### config.mk
export PLATFORM = sky130hd
export DESIGN_NAME = sfa_out_switch_n
export DESIGN_NICKNAME = d
export VERILOG_FILES = /design/src/rtl/sfa_out_switch_n.sv
export SDC_FILE = /design/constraint.sdc
export NUM_CORES = 1
export LEC_CHECK = 0
export CAP_MARGIN = 20
export CELL_PAD_IN_SITES_DETAIL_PLACEMENT = 1
export CELL_PAD_IN_SITES_GLOBAL_PLACEMENT = 1
export CORE_MARGIN = 2
export CORE_UTILIZATION = 34
export CTS_CLUSTER_DIAMETER = 100
export CTS_CLUSTER_SIZE = 25
export DETAILED_ROUTE_END_ITERATION = 8
export HOLD_SLACK_MARGIN = 0.06
export PLACE_DENSITY = 0.88
export SETUP_SLACK_MARGIN = 0.3
export SLEW_MARGIN = 25
export SYNTH_ARGS = -nofsm -noshare
export SYNTH_HDL_FRONTEND = slang
export SYNTH_SLANG_ARGS = --single-unit
### constraint.sdc
create_clock -name ACLK -period 3.7 [get_ports ACLK]
set_input_delay 0.555 -clock ACLK [delete_from_list [all_inputs] [get_ports ACLK]]
set_output_delay 0.555 -clock ACLK [all_outputs]
set_load 0.1 [all_outputs]
### src/rtl/sfa_out_switch_n.sv
// Packet-aware 1-to-N AXI4-Stream output switch with a two-entry (out + skid) registered output stage.
// Destination is sampled at packet start and held until TLAST; packets with an out-of-range CONF are dropped and counted.
module sfa_out_switch_n #(
    parameter int DATA_W = 32,
    parameter int N_OUT  = 4,
    parameter int SEL_W  = 2,   // 2**SEL_W must be >= N_OUT
    parameter int CNT_W  = 16
) (
    input  logic                    ACLK,
    input  logic                    ARESETN,
    input  logic [SEL_W-1:0]        CONF,
    input  logic                    si_tvalid,
    output logic                    si_tready,
    input  logic [DATA_W-1:0]       si_tdata,
    input  logic                    si_tlast,
    output logic [N_OUT-1:0]        m_tvalid,
    input  logic [N_OUT-1:0]        m_tready,
    output logic [N_OUT*DATA_W-1:0] m_tdata,
    output logic [N_OUT-1:0]        m_tlast,
    output logic                    busy,
    output logic [CNT_W-1:0]        drop_cnt
);

    // Handshake: a beat moves on any interface only in a cycle where valid and
    // ready are both high at the rising edge. Valid, once raised, is not
    // withdrawn by this block until the transfer happens, and m_tvalid is a
    // pure function of registers so it never depends on m_tready.

    typedef enum logic [1:0] {
        ST_IDLE = 2'd0,
        ST_PKT  = 2'd1,
        ST_DROP = 2'd2
    } state_e;

    localparam logic [SEL_W:0] N_OUT_L = (SEL_W+1)'(N_OUT);

    state_e             state_q, state_d;
    logic [SEL_W-1:0]   sel_q, sel_d;

    logic               out_valid_q, out_valid_d;
    logic [SEL_W-1:0]   out_port_q, out_port_d;
    logic [DATA_W-1:0]  out_data_q, out_data_d;
    logic               out_last_q, out_last_d;

    logic               skid_valid_q, skid_valid_d;
    logic [SEL_W-1:0]   skid_port_q, skid_port_d;
    logic [DATA_W-1:0]  skid_data_q, skid_data_d;
    logic               skid_last_q, skid_last_d;

    logic [CNT_W-1:0]   drop_cnt_q, drop_cnt_d;

    logic               accept;
    logic               conf_ok;
    logic               out_drain;
    logic               wr_en;
    logic [SEL_W-1:0]   wr_port;
    logic               drop_inc;

    // ------------------------------------------------------------------
    // Slave-side handshake
    // ------------------------------------------------------------------
    // While discarding a packet nothing is written, so backpressure from the
    // buffer is irrelevant and the slave is always drained.
    assign si_tready = ARESETN & (~skid_valid_q | (state_q == ST_DROP));
    assign accept    = si_tvalid & si_tready;
    assign conf_ok   = ({1'b0, CONF} < N_OUT_L);

    // ------------------------------------------------------------------
    // FSM: state register
    // ------------------------------------------------------------------
    always_ff @(posedge ACLK or negedge ARESETN) begin
        if (!ARESETN) begin
            state_q <= ST_IDLE;
            sel_q   <= '0;
        end else begin
            state_q <= state_d;
            sel_q   <= sel_d;
        end
    end

    // ------------------------------------------------------------------
    // FSM: next state
    // ------------------------------------------------------------------
    always_comb begin
        state_d = state_q;
        sel_d   = sel_q;
        unique case (state_q)
            ST_IDLE: begin
                if (accept) begin
                    if (conf_ok) begin
                        sel_d = CONF;
                        if (!si_tlast) state_d = ST_PKT;
                    end else if (!si_tlast) begin
                        state_d = ST_DROP;
                    end
                end
            end
            ST_PKT: begin
                if (accept && si_tlast) state_d = ST_IDLE;
            end
            ST_DROP: begin
                if (accept && si_tlast) state_d = ST_IDLE;
            end
            default: state_d = ST_IDLE;
        endcase
    end

    // ------------------------------------------------------------------
    // FSM: outputs (buffer write request and drop event)
    // ------------------------------------------------------------------
    always_comb begin
        wr_en    = 1'b0;
        wr_port  = sel_q;
        drop_inc = 1'b0;
        unique case (state_q)
            ST_IDLE: begin
                wr_port  = CONF;
                wr_en    = accept & conf_ok;
                drop_inc = accept & ~conf_ok & si_tlast;
            end
            ST_PKT: begin
                wr_en = accept;
            end
            ST_DROP: begin
                drop_inc = accept & si_tlast;
            end
            default: begin
                wr_en    = 1'b0;
                drop_inc = 1'b0;
            end
        endcase
    end

    // ------------------------------------------------------------------
    // Output stage: out entry drives the selected master port
    // ------------------------------------------------------------------
    always_comb begin
        m_tvalid = '0;
        m_tdata  = '0;
        m_tlast  = '0;
        for (int i = 0; i < N_OUT; i++) begin
            if (out_valid_q && (out_port_q == SEL_W'(i))) begin
                m_tvalid[i]                  = 1'b1;
                m_tdata[i*DATA_W +: DATA_W]  = out_data_q;
                m_tlast[i]                   = out_last_q;
            end
        end
    end

    assign out_drain = |(m_tvalid & m_tready);

    // ------------------------------------------------------------------
    // Buffer next state
    // ------------------------------------------------------------------
    // A new beat can only arrive while skid is empty (si_tready), so the
    // skid-to-out move and a buffer write never compete for the out entry.
    always_comb begin
        out_valid_d  = out_valid_q;
        out_port_d   = out_port_q;
        out_data_d   = out_data_q;
        out_last_d   = out_last_q;
        skid_valid_d = skid_valid_q;
        skid_port_d  = skid_port_q;
        skid_data_d  = skid_data_q;
        skid_last_d  = skid_last_q;

        if (!out_valid_q || out_drain) begin
            if (skid_valid_q) begin
                out_valid_d  = 1'b1;
                out_port_d   = skid_port_q;
                out_data_d   = skid_data_q;
                out_last_d   = skid_last_q;
                skid_valid_d = 1'b0;
            end else begin
                out_valid_d = wr_en;
                if (wr_en) begin
                    out_port_d = wr_port;
                    out_data_d = si_tdata;
                    out_last_d = si_tlast;
                end
            end
        end else if (wr_en) begin
            skid_valid_d = 1'b1;
            skid_port_d  = wr_port;
            skid_data_d  = si_tdata;
            skid_last_d  = si_tlast;
        end
    end

    always_ff @(posedge ACLK or negedge ARESETN) begin
        if (!ARESETN) begin
            out_valid_q  <= 1'b0;
            out_port_q   <= '0;
            out_data_q   <= '0;
            out_last_q   <= 1'b0;
            skid_valid_q <= 1'b0;
            skid_port_q  <= '0;
            skid_data_q  <= '0;
            skid_last_q  <= 1'b0;
        end else begin
            out_valid_q  <= out_valid_d;
            out_port_q   <= out_port_d;
            out_data_q   <= out_data_d;
            out_last_q   <= out_last_d;
            skid_valid_q <= skid_valid_d;
            skid_port_q  <= skid_port_d;
            skid_data_q  <= skid_data_d;
            skid_last_q  <= skid_last_d;
        end
    end

    // ------------------------------------------------------------------
    // Drop counter (saturating) and status
    // ------------------------------------------------------------------
    always_comb begin
        drop_cnt_d = drop_cnt_q;
        if (drop_inc && !(&drop_cnt_q)) drop_cnt_d = drop_cnt_q + CNT_W'(1);
    end

    always_ff @(posedge ACLK or negedge ARESETN) begin
        if (!ARESETN) drop_cnt_q <= '0;
        else          drop_cnt_q <= drop_cnt_d;
    end

    assign drop_cnt = drop_cnt_q;
    assign busy     = (state_q != ST_IDLE) | out_valid_q | skid_valid_q;

endmodule
==> results of run 1 <==
## cells by family after synthesis
kind of cell | synth area share (%)
AND/OR/NAND/NOR | 23.8
AO/OA/AOI/OAI | 5.67
other | 0.0862
flip-flops | 43.1
buffers and inverters | 6.59
multiplexers | 20.7
## flip-flops by register name (all words and copies together), names as in the netlist
name / cells
out_valid_q: 1
out_port_q: 2
sel_q: 2
skid_data_q: 32
out_last_q: 1
state_q: 1
skid_port_q: 2
out_data_q: 32
skid_last_q: 1
skid_valid_q: 1
## worst paths after layout
| path | startpoint | endpoint | slack (ns) |
|---|---|---|---|
| setup / recovery | out_port_q[0] | m_tdata[74] | 0.57 |
| hold / removal | ARESETN | out_data_q[13] | 0.23 |
| setup reg to reg | out_port_q[0] | skid_data_q[23] | 0.92 |
| hold reg to reg | skid_data_q[25] | skid_data_q[25] | 0.51 |
| max in group asynchronous | ARESETN | skid_data_q[23] | 2.90 |
| min in group ACLK | skid_data_q[25] | skid_data_q[25] | 0.51 |
## metal layers
| layer | track usage (%) | vias up | routed length (microns) |
|---|---|---|---|
| li1 | - | 1713 | - |
| met3 | 5.05 | 16 | 886 |
| met4 | 5.65 | 0 | 201 |
| met5 | 0 | - | 0 |
| met1 | 25.7 | 1841 | 5820 |
| met2 | 39.7 | 131 | 7730 |
## cells in the mapped netlist
master and instances:
buf_4 21, a221oi_2 1, nor2_4 1, buf_2 4, a21oi_1 34, buf_6 3, buf_1 2, clkbuf_1 18
nand2_1 5, and3_1 34, o31ai_1 2, o21ai_0 5, a22oi_4 1, or3_1 1, conb_1 1, and2_1 101
mux2_1 1, mux2_2 6, nor2b_1 4, mux2_4 30, mux2i_1 37, dfrtp_1 75, nor2_1 35
## final cells by class
class,instances,area [sq um],share of cell area (%)
Tap cell,172,215,3.02
Multi-Input combinational cell,314,2270,31.8
Sequential cell,75,1880,26.3
Clock buffer,9,225,3.16
Timing Repair Buffer,190,2470,34.6
Clock inverter,7,76.3,1.07
## stage by stage
step | std cells | hold WS [ns]
finish | 767 | 0.234
global route | 767 | 0.254
CTS | 766 | 0.515
detailed placement | 750 | 0.499
global placement | 750 | 0.490
floorplan | 437 | 0.259
## repair_timing
action	4_1_cts	5_1_grt
setup buffers	0	0
endpoints found under the setup margin	0	15
hold buffers	0	0
resized for setup	0	1
## worst reg2reg max path: stages, from the launching register on
cell and delay, ns:
dfrtp_1 0.88, mux2i_1 0.53, a22oi_4 0.19, nor2_4 0.12, buf_4 0.53, mux2_2 0.42
==> flow_metrics.env, run 1 <==
export IMPL_drt_iter0_drc=102
export IMPL_critical_path_class="register to primary output"
export IMPL_grt_max_degree=76
export IMPL_rsz0062_at_grt="no"
export IMPL_synth_seq_cells=75
export IMPL_cts_tree="done"
export IMPL_worst_path_buf_inv=2
export IMPL_drtAntennaViolNets=0
export IMPL_drc=0
export IMPL_area_growth_pct=64.0
export IMPL_crit_required_ns=3.14
export IMPL_core_area_sq_um=12600
export IMPL_gp_congestion=0.760
export IMPL_crit_arrival_ns=2.57
export IMPL_slowest_stage="nor2b_2"
export IMPL_startpoint_type="register"
export IMPL_cp_end_kind="primary output"
export IMPL_num_rows=41
export IMPL_critical_path_top_delay_family="simple AND/OR/NAND/NOR gates"
export IMPL_detail_route_wl_per_cell_microns=19.1
export IMPL_crit_path_frequent_cell="buf_4"
export IMPL_critPathMaxFanout=23
export IMPL_dieArea_sq_um=13700
export IMPL_clockBufferDepth=2
export IMPL_grt_pass1_wl_mm=22.7
export IMPL_syn_inst=422
export IMPL_clk_latency_ns=0.33
export IMPL_drive_gt1_share_pct=35.3
export IMPL_clockRootBuffer="clkbuf_16"
export IMPL_clock_sinks=75
export IMPL_wirelength_mm=14.6
export IMPL_final_setup_tns_ns=0
export IMPL_final_common_cell="and2_1"
export IMPL_start_util_pct=34.6
export IMPL_antenna_cells=0
export IMPL_yosysTopAreaCellShare_pct=43.1
export IMPL_vias=3701
export IMPL_setup_viol=0
export IMPL_cap_violations=0
export IMPL_yosys_warnings=0
export IMPL_ys_seq_area_share_pct=43.1
export IMPL_fp_dieH_microns=117
export IMPL_overflow=0
export IMPL_tightestPinTransition_ns=0.833
export IMPL_io_pins=196
export IMPL_cp_depth=4
export IMPL_design_area_sq_um=7140
export IMPL_avgSynthCellArea_sq_um=10.3
export IMPL_placed_area_sq_um=6810
export IMPL_fmax_mhz=320
export IMPL_yosysUniqueCellTypes=23
export IMPL_fin_skew_ns=0.00622
export IMPL_period_minus_slack_ns=3.13
export IMPL_min_path_type="primary input to async pin"
export IMPL_portBuffers=179
export IMPL_final_cell_mix="and2_1, buf_4, dfrtp_1, buf_12, clkdlybuf4s50_1"
export IMPL_firstDrtPassIters=4
export IMPL_setup_ws_ns=0.571
export IMPL_crit_path_max_incr_delay_ns=0.73
export IMPL_status="complete, no violations"
export IMPL_rr_worst_depth=5
export IMPL_grt_usage_pct=21.7
export IMPL_place_hpwl_mm=10.7
export IMPL_path_cells="nor2b_2 -> buf_4 -> and2_1 -> buf_4"
export IMPL_antenna_found_initial=0
export IMPL_viasPerCell=4.83
export IMPL_synth_area_sq_um=4350
export IMPL_synth_area_leaders="dfrtp_1, and2_1, mux2_4, mux2i_1, and3_1"
export IMPL_slew_headroom_pct=44.5
export IMPL_die_w_microns=117
export IMPL_hold_viol=0
export IMPL_h_tree_depth=3
export IMPL_place_ws_ns=0.749
export IMPL_synth_top_area_cell="dfrtp_1"
export IMPL_grt_pass1_vias=4083
export IMPL_nets=632
export IMPL_final_util_pct=56.8
export IMPL_slew_violations=0
export IMPL_period_share_pct=84.6
export IMPL_cts_made_buffers=9
export IMPL_path_clk_slew_ns=0.06
export IMPL_fill_cells=1299
Power of run 1 is not shown: default switching activity piles up to over one toggle a cycle in this logic, so the estimate is an artifact.
==> inputs of run 2 (changes only) <==
- CORE_UTILIZATION: 34 -> 31
- PLACE_DENSITY: 0.88 -> 0.82
- clock period: 3.7 -> 2.9 ns (I/O delays scaled with it)
==> flow_metrics.env, run 2 (same netlist as run 1, synthesis figures left out) <==
export IMPL_status="complete, no violations"
export IMPL_cts_hold_buf=0
export IMPL_overflow=0
export IMPL_drive_gt1_share_pct=38.1
export IMPL_drt_iter0_drc=100
export IMPL_slew_headroom_pct=66.6
export IMPL_tightestPinTransition_ns=0.487
export IMPL_cts_made_buffers=9
export IMPL_h_tree_depth=3
export IMPL_path_clk_slew_ns=0.05
export IMPL_grt_usage_pct=21.6
export IMPL_clockRootBuffer="clkbuf_16"
export IMPL_reg_top3="out_data_q x32, skid_data_q x32"
export IMPL_clock_sinks=75
export IMPL_cts_tree="done"
export IMPL_startpoint="out_port_q[0]"
export IMPL_path_cells="buf_4 -> nor2b_2 -> buf_4 -> and2_1 -> buf_12"
export IMPL_clockBufferDepth=2
export IMPL_clk_latency_ns=0.34
export IMPL_cap_violations=0
export IMPL_fin_skew_ns=0.00632
export IMPL_slew_violations=0
export IMPL_gp_congestion=0.780
export IMPL_antenna_cells=0
export IMPL_hold_viol=0
export IMPL_cp_end_kind="primary output"
export IMPL_final_common_cell="buf_12"
export IMPL_final_cell_mix="buf_12, and2_1, dfrtp_1, clkdlybuf4s50_1, mux2i_1"
export IMPL_die_w_microns=122
export IMPL_portBuffers=179
export IMPL_critical_path_class="register to primary output"
export IMPL_io_pins=196
export IMPL_grt_pass1_vias=4239
export IMPL_grt_max_degree=76
export IMPL_crit_path_frequent_cell="buf_4"
export IMPL_vias=3747
export IMPL_critPathMaxFanout=20
export IMPL_grt_pass1_wl_mm=24.6
export IMPL_drtAntennaViolNets=0
export IMPL_detail_route_wl_per_cell_microns=19.9
export IMPL_setup_viol=0
export IMPL_place_hpwl_mm=11.9
export IMPL_firstDrtPassIters=4
export IMPL_fp_dieH_microns=122
export IMPL_num_rows=43
export IMPL_min_path_type="primary input to async pin"
export IMPL_r2r_start="out_port_q[0]"
export IMPL_startpoint_type="register"
export IMPL_start_util_pct=31.6
export IMPL_drc=0
export IMPL_core_area_sq_um=13800
export IMPL_area_growth_pct=83.1
export IMPL_crit_arrival_ns=2.04
export IMPL_dieArea_sq_um=15000
export IMPL_hold_worst_slack_ns=0.153
export IMPL_fmax_mhz=405
export IMPL_viasPerCell=4.82
export IMPL_rsz0062_at_grt="no"
export IMPL_final_setup_tns_ns=0
export IMPL_period_share_pct=85.2
export IMPL_period_minus_slack_ns=2.47
export IMPL_post_cts_setup_buffers=0
export IMPL_wirelength_mm=15.5
export IMPL_crit_required_ns=2.47
export IMPL_nets=637
export IMPL_antenna_found_initial=0
export IMPL_post_cts_resized=0
export IMPL_crit_path_max_incr_delay_ns=0.40
export IMPL_slowest_stage="dfrtp_1"
run 2: cell count changes in the layout (fill, tap and decap cells not counted), moves of 2 or more:
| cell | previous run | this run |
|---|---|---|
| clkinv_4 | 2 | 0 |
| and2_1 | 101 | 84 |
| nor2b_2 | 2 | 4 |
| clkbuf_1 | 0 | 2 |
| buf_4 | 75 | 18 |
| clkinvlp_4 | 2 | 0 |
| and2_2 | 0 | 17 |
| buf_12 | 74 | 137 |
run 2: cell type report:
class / count / area [sq um]
clock buffer: 11 / 233
clock inverter: 3 / 65.1
sequential: 75 / 1880
fill: 1397 / 5810
multi-input combinational: 314 / 2290
tap: 180 / 225
timing repair buffer: 195 / 3280
run 2: routing by layer:
metal  part of all wire (%)  wire, microns  GRT usage [%]
met5                      0              0              0
met4                    2.4            372           8.41
met3                    5.7            878           4.55
met2                     54           8340           39.1
met1                     38           5920           24.7
run 2: worst max-delay path: cells and delay by family, from the launching register on:
family,cells,cell delay (ns)
buffers and inverters,3,0.74
and+or+nand+nor,2,0.55
DFF,1,0.40
run 2: final timing paths:
path / endpoint / slack, ns / cells after the start
max reg2reg: skid_data_q[25] / 0.57 / 6
min reg2reg: sel_q[1] / 0.51 / 1
min in group ACLK: out_valid_q / 0.45 / 3
min: out_port_q[0] / 0.15 / 2
max: m_tdata[8] / 0.43 / 5
max in group asynchronous: out_data_q[20] / 2.17 / 3
run 2: per-stage QoR:
| stage | cells | util, % | setup WS [ns] | instance area (sq um) |
|---|---|---|---|---|
| floorplan | 437 | - | 0.136 | 4430 |
| global placement | 763 | 55.5 | 0.441 | 7650 |
| detailed placement | 763 | 55.5 | 0.396 | 7650 |
| CTS | 777 | 57.7 | 0.419 | 7950 |
| global route | 778 | 57.8 | 0.307 | 7970 |
| finish | 778 | 57.8 | 0.429 | 7970 |
Power of run 2 is left out for the same reason.
==> inputs of run 3 (changes only) <==
- CORE_UTILIZATION: 31 -> 34
- PLACE_DENSITY: 0.82 -> 0.88
- clock period: 2.9 -> 3.05 ns (I/O delays scaled with it)
==> flow_metrics.env, run 3 (same netlist as run 1, synthesis figures left out) <==
export IMPL_period_share_pct=84.7
export IMPL_slew_headroom_pct=58.1
export IMPL_min_path_type="primary input to async pin"
export IMPL_clockBufferDepth=2
export IMPL_rsz0062_at_grt="no"
export IMPL_status="complete, no violations"
export IMPL_drive_gt1_share_pct=37.0
export IMPL_reg_top3="out_data_q x32, skid_data_q x32"
export IMPL_clock_sinks=75
export IMPL_critical_path_class="register to primary output"
export IMPL_path_clk_slew_ns=0.06
export IMPL_cts_tree="done"
export IMPL_crit_arrival_ns=2.12
export IMPL_fp_dieH_microns=117
export IMPL_portBuffers=179
export IMPL_cp_end_kind="primary output"
export IMPL_viasPerCell=4.85
export IMPL_grt_usage_pct=23.0
export IMPL_core_area_sq_um=12600
export IMPL_overflow=0
export IMPL_antenna_found_initial=0
export IMPL_grt_pass1_vias=4188
export IMPL_place_hpwl_mm=11.3
export IMPL_detail_route_wl_per_cell_microns=19.8
export IMPL_setup_viol=0
export IMPL_tightestPinTransition_ns=0.629
export IMPL_antenna_cells=0
export IMPL_rrSetupSlack_ns=0.79
export IMPL_period_minus_slack_ns=2.58
export IMPL_clockRootBuffer="clkbuf_16"
export IMPL_area_growth_pct=74.5
export IMPL_cap_violations=0
export IMPL_grt_pass1_wl_mm=23.9
export IMPL_fin_skew_ns=0.00607
export IMPL_final_common_cell="buf_12"
export IMPL_final_cell_mix="buf_12, and2_1, dfrtp_1, buf_4, clkdlybuf4s50_1"
export IMPL_num_rows=41
export IMPL_h_tree_depth=3
export IMPL_vias=3737
export IMPL_cts_made_buffers=9
export IMPL_grt_max_degree=69
export IMPL_wirelength_mm=15.3
export IMPL_drtAntennaViolNets=0
export IMPL_crit_required_ns=2.59
export IMPL_dieArea_sq_um=13700
export IMPL_firstDrtPassIters=6
export IMPL_final_setup_tns_ns=0
export IMPL_gp_congestion=0.743
export IMPL_startpoint_type="register"
export IMPL_r2r_start="out_port_q[0]"
export IMPL_die_w_microns=117
export IMPL_post_cts_setup_buffers=0
export IMPL_hold_viol=0
export IMPL_r2r_end="skid_data_q[13]"
export IMPL_nets=635
export IMPL_start_util_pct=34.6
export IMPL_fmax_mhz=387
export IMPL_io_pins=196
export IMPL_drt_iter0_drc=123
export IMPL_rr_worst_depth=5
export IMPL_clk_latency_ns=0.33
export IMPL_slew_violations=0
export IMPL_critPathMaxFanout=31
export IMPL_drc=0
run 3: worst max-delay path by stage:
stage	from	end	slack, ns	cells after the start
after floorplan	out_port_q[1]	m_tdata[13]	0.26	5
after global placement	m_tready[1]	skid_data_q[17]	0.70	6
after detailed placement	m_tready[1]	skid_data_q[3]	0.59	6
after CTS	out_port_q[0]	m_tdata[14]	0.31	5
after global routing	out_port_q[0]	m_tdata[127]	0.36	5
final	out_port_q[0]	m_tdata[109]	0.47	5
run 3: stage by stage:
step	instance area (sq um)	utilization, %	worst slack [ns]	instances	hold slack [ns]
CTS	7580	60.3	0.310	770	0.214
global placement	7260	57.7	0.698	754	0.490
finish	7590	60.4	0.468	770	0.196
detailed placement	7260	57.7	0.586	754	0.497
global route	7590	60.4	0.362	770	0.244
floorplan	4420	-	0.263	437	0.162
run 3: cell type report:
cell class                      count  area, sq um
Clock buffer                       10          239
Tap cell                          172          215
Fill cell                        1270         4980
Timing Repair Buffer              193         2890
Multi-Input combinational cell    314         2280
Clock inverter                      6         88.8
Sequential cell                    75         1880
run 3: repair_timing:
item,in CTS,in global routing
hold endpoints to repair,0,0
resized for setup,0,2
hold buffers,0,0
endpoints found under the setup margin,0,35
run 3: routing by layer:
layer  global-route usage (%)  vias up  part of all wire (%)
met5                        0        -                     0
met4                     6.20        0                   1.4
met2                     43.2      137                    54
li1                         -     1713                     -
met3                     5.05       16                   5.2
met1                     26.3     1871                    39
run 3: critical path, stage by stage (launching register included):
cell	delay (ns)
dfrtp_1	0.58
buf_6	0.32
and3_1	0.22
buf_4	0.24
and2_1	0.22
buf_12	0.19
Power of run 3 is left out for the same reason.
==> RTL edit 1: new RTL, flow settings as in run 2 <==
Re-encode `state_e` (3 states) as one-hot, 3 bits wide.
--- a/src/rtl/sfa_out_switch_n.sv
+++ b/src/rtl/sfa_out_switch_n.sv
@@ -26,10 +26,10 @@
     // withdrawn by this block until the transfer happens, and m_tvalid is a
     // pure function of registers so it never depends on m_tready.
 
-    typedef enum logic [1:0] {
-        ST_IDLE = 2'd0,
-        ST_PKT  = 2'd1,
-        ST_DROP = 2'd2
+    typedef enum logic [2:0] {
+        ST_IDLE = 3'b001,
+        ST_PKT  = 3'b010,
+        ST_DROP = 3'b100
     } state_e;
 
     localparam logic [SEL_W:0] N_OUT_L = (SEL_W+1)'(N_OUT);
Formal check against the unedited RTL: no difference found for any inputs over 4 cycles, from zero or initial values and one cycle with ARESETN low; so few cycles prove little.
==> RTL edit 1 against run 2 <==
- via count is 3.7% higher
- design area is 0.13% higher
- worst setup slack gained 0.013 ns
- sequential cell count is 1 higher
- core utilization increased by 0.30 points
- routed wire length is 1.9% higher
- area after synthesis fell by 1.1%
Power is left out: the tool's default activity adds up to more than one toggle a clock period on the data nets, which glitch-free logic cannot reach.
==> RTL edit 1: results <==
set metrics [dict create \
    postRouteWirelength_um 15810 \
    hpwl_um 11690 \
    multi_input_area_share 0.2778 \
    gp_congestion 0.7497 \
    grt_use_met1 0.2338 \
    drive_gt1_frac 0.3752 \
    seq_area_frac_synth 0.4424 \
    fill_cells 1392 \
    place_inst 774 \
    buf_share 0.4145 \
    yosys_register_bits 76 \
    status "completed" \
    grt_pass1_wl_um 24420 \
    layout.nets 652 \
    max_stage_delay_ns 0.50 \
    synth_area_leaders "dfrtp_1 44%, and2_1 15%, mux2_2 9.4%, mux2i_1 9.1%, and3_1 4.9%" \
    seq_area_mm2 0.001904 \
    synth_cell_types 26 \
    drtIter0Drc 132 \
    place_ws_ns 0.2668 \
    grt.met3_usage 0.04213 \
    grt_use_total 0.2164 \
    placed_area_mm2 0.007635 \
    clock_area_frac 0.03781 \
    worstHoldPathType "reg -> reg" \
    via_count 3885 \
    nClkBuffers 10 \
    rr_startpoint "state_q[0]" \
    tightest_slew_ns 0.9288 \
    yosys-top-cells-count "102 x and2_1, 75 x dfrtp_1, 39 x mux2i_1, 36 x mux2_2, 35 x nor2_1" \
    regToRegSetupSlack_ns 0.47 \
    use_met2 0.4176 \
    syn_area_per_cell_um2 9.821 \
    synthMuxAreaShare 0.1876 \
    synthAdderAreaFrac 0.005817 \
    worst-r2r-cell-count 8 \
]
RTL edit 1: cell count changes after synthesis, moves of 3 or more:
cell	before	now
buf_2	4	9
inv_1	0	6
buf_4	21	16
clkbuf_1	18	26
mux2_4	30	0
buf_6	3	0
mux2_2	6	36
RTL edit 1: what timing repair did:
action / in CTS / in global routing
setup buffers: 0 / 2
hold buffers: 1 / 0
hold endpoints to repair: 3 / 0
endpoints found under the setup margin: 27 / 29
resized for setup: 2 / 1
RTL edit 1: worst min path at each step:
stage                          from         endpoint  slack, ns  cells past startpoint
floorplan                   ARESETN    out_data_q[0]       0.14                      0
detailed placement          ARESETN       state_q[1]       0.26                      1
finish              skid_data_q[12]  skid_data_q[12]       0.51                      1
CTS                     skid_last_q      skid_last_q       0.51                      1
global route            skid_last_q      skid_last_q       0.52                      1
global placement            ARESETN       state_q[1]       0.25                      1
RTL edit 1: layer usage:
layer	part of all wire	vias up
li1	-	1768
met1	0.36	1950
met2	0.56	143
met3	0.053	24
met4	0.025	0
met5	0	-
==> RTL edit 2: new RTL, flow settings as in run 2 <==
Made on the original files. Change the parameter `DATA_W` from 32 to 16.
--- a/src/rtl/sfa_out_switch_n.sv
+++ b/src/rtl/sfa_out_switch_n.sv
@@ -1,7 +1,7 @@
 // Packet-aware 1-to-N AXI4-Stream output switch with a two-entry (out + skid) registered output stage.
 // Destination is sampled at packet start and held until TLAST; packets with an out-of-range CONF are dropped and counted.
 module sfa_out_switch_n #(
-    parameter int DATA_W = 32,
+    parameter int DATA_W = 16,
     parameter int N_OUT  = 4,
     parameter int SEL_W  = 2,   // 2**SEL_W must be >= N_OUT
     parameter int CNT_W  = 16
Interface: changed (resized m_tdata and si_tdata); port bits go from 196 to 116. No check against the original RTL was run, so the function may have changed too.
==> RTL edit 2 against run 2 <==
- clock skew shrank 0.0021 ns
- routed wire length down 49%
- design area fell by 45%
- global-route usage is 2.8 points lower
- worst hold slack gained 0.076 ns
- worst setup slack improved by 0.095 ns
- die area is 41% lower
- first-iteration DRC count shrank 46%
- area after synthesis fell by 42%
- sequential cell count decreased by 32
Power is left out: the tool's default activity adds up to more than one toggle a clock period on the data nets, which glitch-free logic cannot reach.
==> RTL edit 2: results <==
set metrics [dict create \
    status "completed" \
    async_flop_share 1.000 \
    slew_headroom 0.5864 \
    worstPathArrival_ns 1.94 \
    synth_cell_types 22 \
    hpwl_um 6500 \
    wl_per_cell_um 17.89 \
    reg_top3 "out_data_q (16), skid_data_q (16)" \
    clock-root-buffer "clkbuf_8" \
    post_cts_buffers 0 \
    htreeDepth 2 \
    synth_area_leaders "dfrtp_1 43%, and2_1 13%, mux2i_1 7.9%, mux2_4 6.0%, mux2_2 4.9%" \
    cts_made_buffers 5 \
    yosys-top-cells-count "53 x and2_1, 43 x dfrtp_1, 20 x mux2i_1, 19 x nor2_1" \
    via_count 2125 \
    drt_pass1_iterations 4 \
    place_ws_ns 0.3775 \
    cp_max_fo 16 \
    antenna_found_initial 0 \
    grt_use_total 0.1875 \
    clock_latency_ns 0.30 \
    cts_buffer_depth 2 \
    port_buffers 99 \
    skew_ns 0.004168 \
    grt_max_degree 45 \
    grt_pass1_wl_um 12650 \
    antennaDiodeCount 0 \
    synth_most_common_cell "and2_1" \
    layout.nets 368 \
    gp_congestion 0.7618 \
    ys_warn_count 0 \
    worstHoldPathType "in -> async" \
    seq_area_frac_synth 0.4266 \
    drtIter0Drc 54 \
    drive_gt1_frac 0.3965 \
    synth-main-ff-cell "dfrtp_1" \
    grt_pass1_vias 2254 \
    clk_pin_slew_ns 0.08 \
]
==> RTL edit 2: changes by cell type in the layout (fill, tap and decap cells not counted), moves of 5 or more <==
cell / before / now
clkbuf_16: 9 / 0
clkbuf_8: 0 / 5
buf_4: 18 / 8
and3_1: 34 / 17
and2_1: 84 / 35
clkdlybuf4s50_1: 40 / 24
buf_12: 137 / 73
nor2_1: 35 / 19
a21oi_1: 34 / 18
dfrtp_1: 74 / 43
mux2i_1: 37 / 20
mux2_4: 30 / 10
mux2_2: 6 / 11
==> RTL edit 2: metrics by stage <==
stage	std cells	cell area (µm²)	hold slack, ns
5_1_grt	445	4385	0.2561
4_1_cts	445	4382	0.2349
6_report	445	4385	0.2289
2_1_floorplan	260	2608	0.1394
3_5_place_dp	437	4298	0.4967
3_3_place_gp	437	4298	0.4897
==> RTL edit 2: worst max-delay path, stage by stage, from the launching register on <==
cell     delay (ns)
dfrtp_1        0.40
nor2b_2        0.36
nor2b_1        0.25
buf_4          0.24
and2_1         0.21
buf_12         0.19
==> RTL edit 2: final cells by class <==
class / count / area [µm²]
clock buffer: 5 / 68.82
clock inverter: 3 / 15.01
fill: 796 / 3422
multi-input combinational: 186 / 1331
sequential: 43 / 1076
tap: 102 / 127.6
timing repair buffer: 106 / 1767
==> RTL edit 2: path summary, 6_finish.rpt <==
path,start,to,slack (ns),cells after the start
max in group asynchronous,ARESETN,skid_data_q[2],2.31,2
max,out_valid_q,m_tdata[13],0.52,5
min reg2reg,skid_data_q[1],skid_data_q[1],0.51,1
min,ARESETN,skid_valid_q,0.23,2
max reg2reg,out_port_q[0],skid_data_q[15],0.73,4
min in group ACLK,skid_data_q[1],skid_data_q[1],0.51,1
==> RTL edit 2: cells by family (layout without fill, tap and decap cells) <==
group                  count (synthesis)  in the layout  share of synthesized area
buffers and inverters                 31            114                    0.07936
flip-flops                            43             43                     0.4266
other                                  1             16                   0.001487
AND/OR/NAND/NOR                      101            101                     0.2287
multiplexers                          42             42                     0.1934
AO/OA/AOI/OAI                         27             27                    0.07044
==> RTL edit 2: what timing repair did <==
action / in CTS / in global routing
endpoints found under the setup margin: 0 / 32
gates resized for setup: 0 / 2
hold buffers: 0 / 0
==> RTL edit 2: per-layer routing <==
| layer | global-route usage | part of all wire | vias to the layer above | routed length [µm] |
|---|---|---|---|---|
| met5 | 0 | 0 | - | 0 |
| met4 | 0.04710 | 0.014 | 0 | 112 |
| met3 | 0.03531 | 0.050 | 10 | 396 |
| met2 | 0.3452 | 0.55 | 73 | 4408 |
| met1 | 0.2228 | 0.38 | 1059 | 3045 |
| li1 | - | - | 983 | - |
